## config.mk

```make
export PLATFORM = sky130hd
export DESIGN_NAME = merlin_mtimer
export DESIGN_NICKNAME = d
export VERILOG_FILES = /design/src/rtl/merlin_mtimer_pkg.sv /design/src/rtl/merlin_mtimer_rspbuf.sv /design/src/rtl/merlin_mtimer.sv
export SDC_FILE = /design/constraint.sdc
export NUM_CORES = 1
export LEC_CHECK = 0
export CAP_MARGIN = 20
export CORE_MARGIN = 2
export CORE_UTILIZATION = 55
export DETAILED_ROUTE_END_ITERATION = 16
export MAX_ROUTING_LAYER = met4
export PLACE_DENSITY = 0.76
export SYNTH_ARGS = -nofsm -noshare
export SYNTH_HDL_FRONTEND = slang
export SYNTH_SLANG_ARGS = --single-unit
```

## constraint.sdc

```tcl
create_clock -name clk_i -period 10.65 [get_ports clk_i]
set_input_delay 2.6625 -clock clk_i [delete_from_list [all_inputs] [get_ports clk_i]]
set_output_delay 2.6625 -clock clk_i [all_outputs]
set_load 0.01 [all_outputs]
```

## src/rtl/merlin_mtimer_pkg.sv

```systemverilog
// merlin_mtimer_pkg: register offsets, CTRL field positions and reset constants
// shared by the machine timer and its response buffer.
package merlin_mtimer_pkg;

  // Byte offsets within the 32-byte window (only addr[4:2] is decoded).
  localparam logic [4:0] C_OFS_MTIME_LO    = 5'h00;
  localparam logic [4:0] C_OFS_MTIME_HI    = 5'h04;
  localparam logic [4:0] C_OFS_MTIMECMP_LO = 5'h08;
  localparam logic [4:0] C_OFS_MTIMECMP_HI = 5'h0C;
  localparam logic [4:0] C_OFS_CTRL        = 5'h10;

  // CTRL fields
  localparam int C_CTRL_EN_BIT    = 0;
  localparam int C_CTRL_PRESC_LSB = 8;

  // mtimecmp comes out of reset at its maximum so no interrupt fires early.
  localparam logic [63:0] C_MTIMECMP_RST = 64'hFFFF_FFFF_FFFF_FFFF;

  // Word-aligned byte offset of a bus address.
  function automatic logic [4:0] word_ofs(input logic [31:0] addr);
    return {addr[4:2], 2'b00};
  endfunction

endpackage

```

## src/rtl/merlin_mtimer_rspbuf.sv

```systemverilog
// merlin_mtimer_rspbuf: single-entry read response register with valid/ready.
// Ports: clk/reset/clk_en; load + load_data capture a read result; rsp_ready
// drains it; req_ready tells the requester a new read can be absorbed.
module merlin_mtimer_rspbuf (
  input  logic        clk,
  input  logic        reset,
  input  logic        clk_en,
  input  logic        load,
  input  logic [31:0] load_data,
  input  logic        rsp_ready,
  output logic        req_ready,
  output logic        rsp_valid,
  output logic [31:0] rsp_data
);

  // The slot is free when empty or when it is being drained this cycle,
  // which sustains one read per cycle while the consumer keeps ready high.
  assign req_ready = ~rsp_valid | rsp_ready;

  always_ff @(posedge clk or posedge reset) begin
    if (reset) begin
      rsp_valid <= 1'b0;
      rsp_data  <= '0;
    end else if (clk_en) begin
      if (load) begin
        rsp_valid <= 1'b1;
        rsp_data  <= load_data;
      end else if (rsp_ready) begin
        // Data is left in place; only valid drops.
        rsp_valid <= 1'b0;
      end
    end
  end

endmodule

```

## src/rtl/merlin_mtimer.sv

```systemverilog
// merlin_mtimer: RISC-V machine timer (64-bit mtime with prescaler, mtimecmp,
// registered level interrupt) as a data-port slave.
// Ports: clk_i/clk_en_i/reset_i; treq* request channel (dvalid=1 write, 0 read);
// trsp* read response channel; irq_timer_o = registered (mtime >= mtimecmp).
module merlin_mtimer
  import merlin_mtimer_pkg::*;
#(
  parameter logic [31:0] C_BASE_ADDR = 32'h0000_1000,
  parameter int          C_PRESC_W   = 8
) (
  input  logic        clk_i,
  input  logic        clk_en_i,
  input  logic        reset_i,
  output logic        treqready_o,
  input  logic        treqvalid_i,
  input  logic        treqdvalid_i,
  input  logic [31:0] treqaddr_i,
  input  logic [31:0] treqdata_i,
  input  logic        trspready_i,
  output logic        trspvalid_o,
  output logic [31:0] trspdata_o,
  output logic        irq_timer_o
);

  logic [63:0]          mtime;
  logic [63:0]          mtime_nxt;
  logic [63:0]          mtimecmp;
  logic [31:0]          shadow;
  logic                 ctrl_en;
  logic [C_PRESC_W-1:0] ctrl_presc;
  logic [C_PRESC_W-1:0] presc_cnt;
  logic                 tick;

  logic        accept;
  logic        wr_acc;
  logic        rd_acc;
  logic [4:0]  ofs;
  logic [31:0] rd_data;

  // Block selection is done externally; base address and upper/lower address
  // bits are intentionally ignored here.
  logic unused_bits;
  assign unused_bits = ^{C_BASE_ADDR, treqaddr_i[31:5], treqaddr_i[1:0]};

  assign accept = treqvalid_i & treqready_o & clk_en_i;
  assign wr_acc = accept &  treqdvalid_i;
  assign rd_acc = accept & ~treqdvalid_i;
  assign ofs    = word_ofs(treqaddr_i);

  logic wr_mtime_lo, wr_mtime_hi, wr_cmp_lo, wr_cmp_hi, wr_ctrl, rd_mtime_lo;
  assign wr_mtime_lo = wr_acc & (ofs == C_OFS_MTIME_LO);
  assign wr_mtime_hi = wr_acc & (ofs == C_OFS_MTIME_HI);
  assign wr_cmp_lo   = wr_acc & (ofs == C_OFS_MTIMECMP_LO);
  assign wr_cmp_hi   = wr_acc & (ofs == C_OFS_MTIMECMP_HI);
  assign wr_ctrl     = wr_acc & (ofs == C_OFS_CTRL);
  assign rd_mtime_lo = rd_acc & (ofs == C_OFS_MTIME_LO);

  assign tick = ctrl_en & (presc_cnt == ctrl_presc);

  // A write to one half of mtime replaces that half and leaves the other at
  // its pre-tick value, so a coincident tick (and its carry) is discarded.
  always_comb begin
    mtime_nxt = mtime + 64'(tick);
    if (wr_mtime_lo) begin
      mtime_nxt = {mtime[63:32], treqdata_i};
    end else if (wr_mtime_hi) begin
      mtime_nxt = {treqdata_i, mtime[31:0]};
    end
  end

  // Read data reflects register state before any same-cycle update.
  always_comb begin
    rd_data = '0;
    case (ofs)
      C_OFS_MTIME_LO:    rd_data = mtime[31:0];
      C_OFS_MTIME_HI:    rd_data = shadow;
      C_OFS_MTIMECMP_LO: rd_data = mtimecmp[31:0];
      C_OFS_MTIMECMP_HI: rd_data = mtimecmp[63:32];
      C_OFS_CTRL: begin
        rd_data[C_CTRL_EN_BIT]                    = ctrl_en;
        rd_data[C_CTRL_PRESC_LSB +: C_PRESC_W]    = ctrl_presc;
      end
      default:           rd_data = '0;
    endcase
  end

  always_ff @(posedge clk_i or posedge reset_i) begin
    if (reset_i) begin
      mtime       <= '0;
      mtimecmp    <= C_MTIMECMP_RST;
      shadow      <= '0;
      ctrl_en     <= 1'b0;
      ctrl_presc  <= '0;
      presc_cnt   <= '0;
      irq_timer_o <= 1'b0;
    end else if (clk_en_i) begin
      mtime <= mtime_nxt;

      if (wr_ctrl) begin
        presc_cnt <= '0;
      end else if (ctrl_en) begin
        presc_cnt <= tick ? '0 : presc_cnt + C_PRESC_W'(1);
      end

      if (wr_ctrl) begin
        ctrl_en    <= treqdata_i[C_CTRL_EN_BIT];
        ctrl_presc <= treqdata_i[C_CTRL_PRESC_LSB +: C_PRESC_W];
      end

      if (wr_cmp_lo) mtimecmp[31:0]  <= treqdata_i;
      if (wr_cmp_hi) mtimecmp[63:32] <= treqdata_i;

      // Shadow lets software read a consistent 64-bit value: LO first, then HI.
      if (wr_mtime_hi) begin
        shadow <= treqdata_i;
      end else if (rd_mtime_lo) begin
        shadow <= mtime[63:32];
      end

      irq_timer_o <= (mtime >= mtimecmp);
    end
  end

  merlin_mtimer_rspbuf u_rspbuf (
    .clk       (clk_i),
    .reset     (reset_i),
    .clk_en    (clk_en_i),
    .load      (rd_acc),
    .load_data (rd_data),
    .rsp_ready (trspready_i),
    .req_ready (treqready_o),
    .rsp_valid (trspvalid_o),
    .rsp_data  (trspdata_o)
  );

endmodule

```

==> results.cfg <==
[cells_and_area]
drive_gt1_share_pct = 14.91
layout.nets = 1534
n_antenna_cell = 0
fin_area_mm2 = 0.01409
area_growth_pct = 14.47
fin_cells = 1695

[placement]
numPortBuffers = 75
dpl_cell_area_mm2 = 0.01329
pre_cts_ws_ns = 4.074
dp.cells = 1650
gp_congestion = 0.9524
hpwl_um = 25590

[outcome]
status = finished, final reports clean

[cts]
root_buffer = clkbuf_16
cts_setup_buffers = 0
clock_latency_ns = 0.53
numCtsBuffers = 24
cts_tree = built
cts.sinks = 211
post_cts_resized = 0
cts.reportedPaths.clkPinSlew_ns = 0.06
htreeDepth = 1
ctsHoldBuffers = 0
clk_path_buf_depth = 3

[power]
p_switching_mw = 0.8590
p_comb_share_pct = 24.0
p_leak_nw = 5.725
ir_drop_mv = 0.09294
power_frac_seq_pct = 44.7
clock_power_share_pct = 31.3
intPower_mw = 1.822
powerDensity_mw_per_mm2 = 190.2
swShare_pct = 32.04

[sta]
rsz0062_at_grt = no
relSlewSlack_pct = 22.64
tightestPinTransition_ns = 1.150
setup-violations-final = 0
fin_hold_ws_ns = 0.4904
hold_viol = 0
slew_violations = 0
finalCriticalPeriod_ns = 6.544
period_share_pct = 61.45
skew_ns = 0.01053
fmax_ghz = 0.1528
layout_setup_ws_ns = 4.106
final.setup.tns_ns = 0

[worst_setup_path]
arrival_ns = 3.88
ff2ff_path_depth = 12
crit_path_end_kind = primary output
r2r-end = mtime[56]
cp.required_ns = 7.99
timing.rr.start = presc_cnt[0]
critPathLaunchType = primary input
reg2reg_slack_ns = 6.42
crit_fanout = 5
path_class = in -> out

[floorplanning]
floorplan.rows = 54
start_util_pct = 56.24
coreArea_mm2 = 0.02189
die_w_um = 153.6
io_pins = 105
die_y_um = 153.6
die_area_mm2 = 0.02360

[detailed_routing]
drc = 0
vias = 11110
first_pass_iters = 6
wire_per_inst_um = 22.20
drtIter0Drc = 1227
drt-vias-per-instance = 6.555
wl_um = 37620
ant_nets = 0

[hold_path]
min_from = u_rspbuf.rsp_data[9]
whs_path_depth = 2
min_path_type = reg -> reg
hold_end = u_rspbuf.rsp_data[9]

[synthesis]
synth_edf_count = 0
async_flop_share_pct = 100.0
ys.flop_type = dfrtp_1
avgSynthCellArea_um2 = 9.052
synth-seq-area-share_pct = 43.54
synth_top_area_share_pct = 29.88
synth_nets = 1497
ys_types = 64
syn_area_mm2 = 0.01231
netlist_instances = 1360
synth_area_leaders = dfrtp_1 (30%), dfstp_2 (14%), ha_1 (6.8%)
post-synth-top-area-cell = dfrtp_1
ys_warn_count = 0
ys_seq_elements = 211

[job]
cap_violations = 0

[global_routing]
grt_overflow = 0
grt_pass1_vias = 10570
grt_pass1_wl_um = 59260
antenna_found_initial = 1
grt_max_degree = 137
grt_usage_pct = 32.45
==> flip-flops by register name (all words and copies together), names as in the netlist <==
register            cells
ctrl_en                 1
u_rspbuf.rsp_data      32
shadow                 32
presc_cnt               8
u_rspbuf.rsp_valid      1
ctrl_presc              8
mtime                  64
mtimecmp               64
irq_timer_o             1
==> routing by layer <==
layer | global-route usage (%) | share of wire (%)
met1 | 45.07 | 42
met2 | 48.68 | 45
met3 | 5.468 | 9.7
met4 | 10.88 | 3.7
met5 | - | 0
==> placed cells by master (no fill, tap or decap), types with 16 or more instances in the layout <==
master / Yosys / final
a21oi_1: 98 / 98
nand2_1: 135 / 133
o22ai_1: 28 / 28
nor2_1: 131 / 130
inv_1: 76 / 75
nand3_1: 41 / 41
a31oi_1: 63 / 63
clkbuf_16: 0 / 25
ha_1: 67 / 67
mux2_2: 73 / 73
nand4_1: 29 / 29
clkdlybuf4s50_1: 0 / 75
dfrtp_1: 147 / 147
a22oi_1: 55 / 55
nor3_1: 30 / 27
dfstp_2: 64 / 64
buf_4: 0 / 16
o21ai_0: 71 / 71
==> worst max-delay path, stage by stage <==
cell and delay (ns):
clkdlybuf4s50_1 0.46, nand2b_1 0.19, clkdlybuf4s50_1 0.56
==> synthesized netlist by cell type (all sizes together), types with 4 or more instances <==
cell type and number:
a211oi 6, a21o 13, a21oi 98, a22o 6, a22oi 55, a311oi 5, a31oi 63, and2 10
and3 13, and4 4, buf 11, clkbuf 71, dfrtp 147, dfstp 64, ha 67, inv 76
mux2 73, mux2i 13, nand2 136, nand3 42, nand4 29, nor2 131, nor2b 5, nor3 30
nor4 11, nor4b 4, o21ai 75, o22ai 28, o31ai 6, or2 7, or4 8, xnor2 8
==> final cells by class <==
class,instances,area (um2)
multi-input combinational,991,6387
sequential,211,5360
tap,280,350.3
fill,1812,7799
clock buffer,40,721.9
timing repair buffer,93,909.6
clock inverter,4,70.07
inverter,76,292.8
==> power groups by stage <==
stage / logic, mW / clock network [mW] / registers (mW)
floorplan: 0.426 / 0 / 1.15
global placement: 0.604 / 0 / 1.19
detailed placement: 0.631 / 0 / 1.20
CTS: 0.637 / 0.846 / 1.19
global route: 0.716 / 0.877 / 1.22
finish: 0.643 / 0.839 / 1.20
==> worst max path at each step <==
stage | from | end | slack, ns
6_report | trspready_i | treqready_o | 4.11
5_1_grt | trspready_i | treqready_o | 4.07
4_1_cts | trspready_i | treqready_o | 4.10
3_5_place_dp | treqaddr_i[3] | mtime[54] | 4.07
3_3_place_gp | treqaddr_i[3] | mtime[20] | 4.08
2_1_floorplan | reset_i | ctrl_en | 2.33
==> cell families (layout without fill, tap and decap cells) <==
family                     Yosys count  after routing  synth area share [%]
and+or+nand+nor                    441            441                 16.70
DFF                                211            211                 43.54
AOI/OAI and AO/OA                  386            386                 19.54
muxes                               86             86                 7.734
adders and majority gates           67             67                 6.810
buffers and inverters              158            213                 4.889
xor gates and xnor gates            11             11                0.7827
==> metrics by stage <==
step | power [mW] | util, %
3_5_place_dp | 1.835 | 60.71
2_1_floorplan | 1.572 | -
3_3_place_gp | 1.798 | 60.58
5_1_grt | 2.815 | 64.37
4_1_cts | 2.676 | 64.32
6_report | 2.681 | 64.37
(Power assumes the default switching activity.)
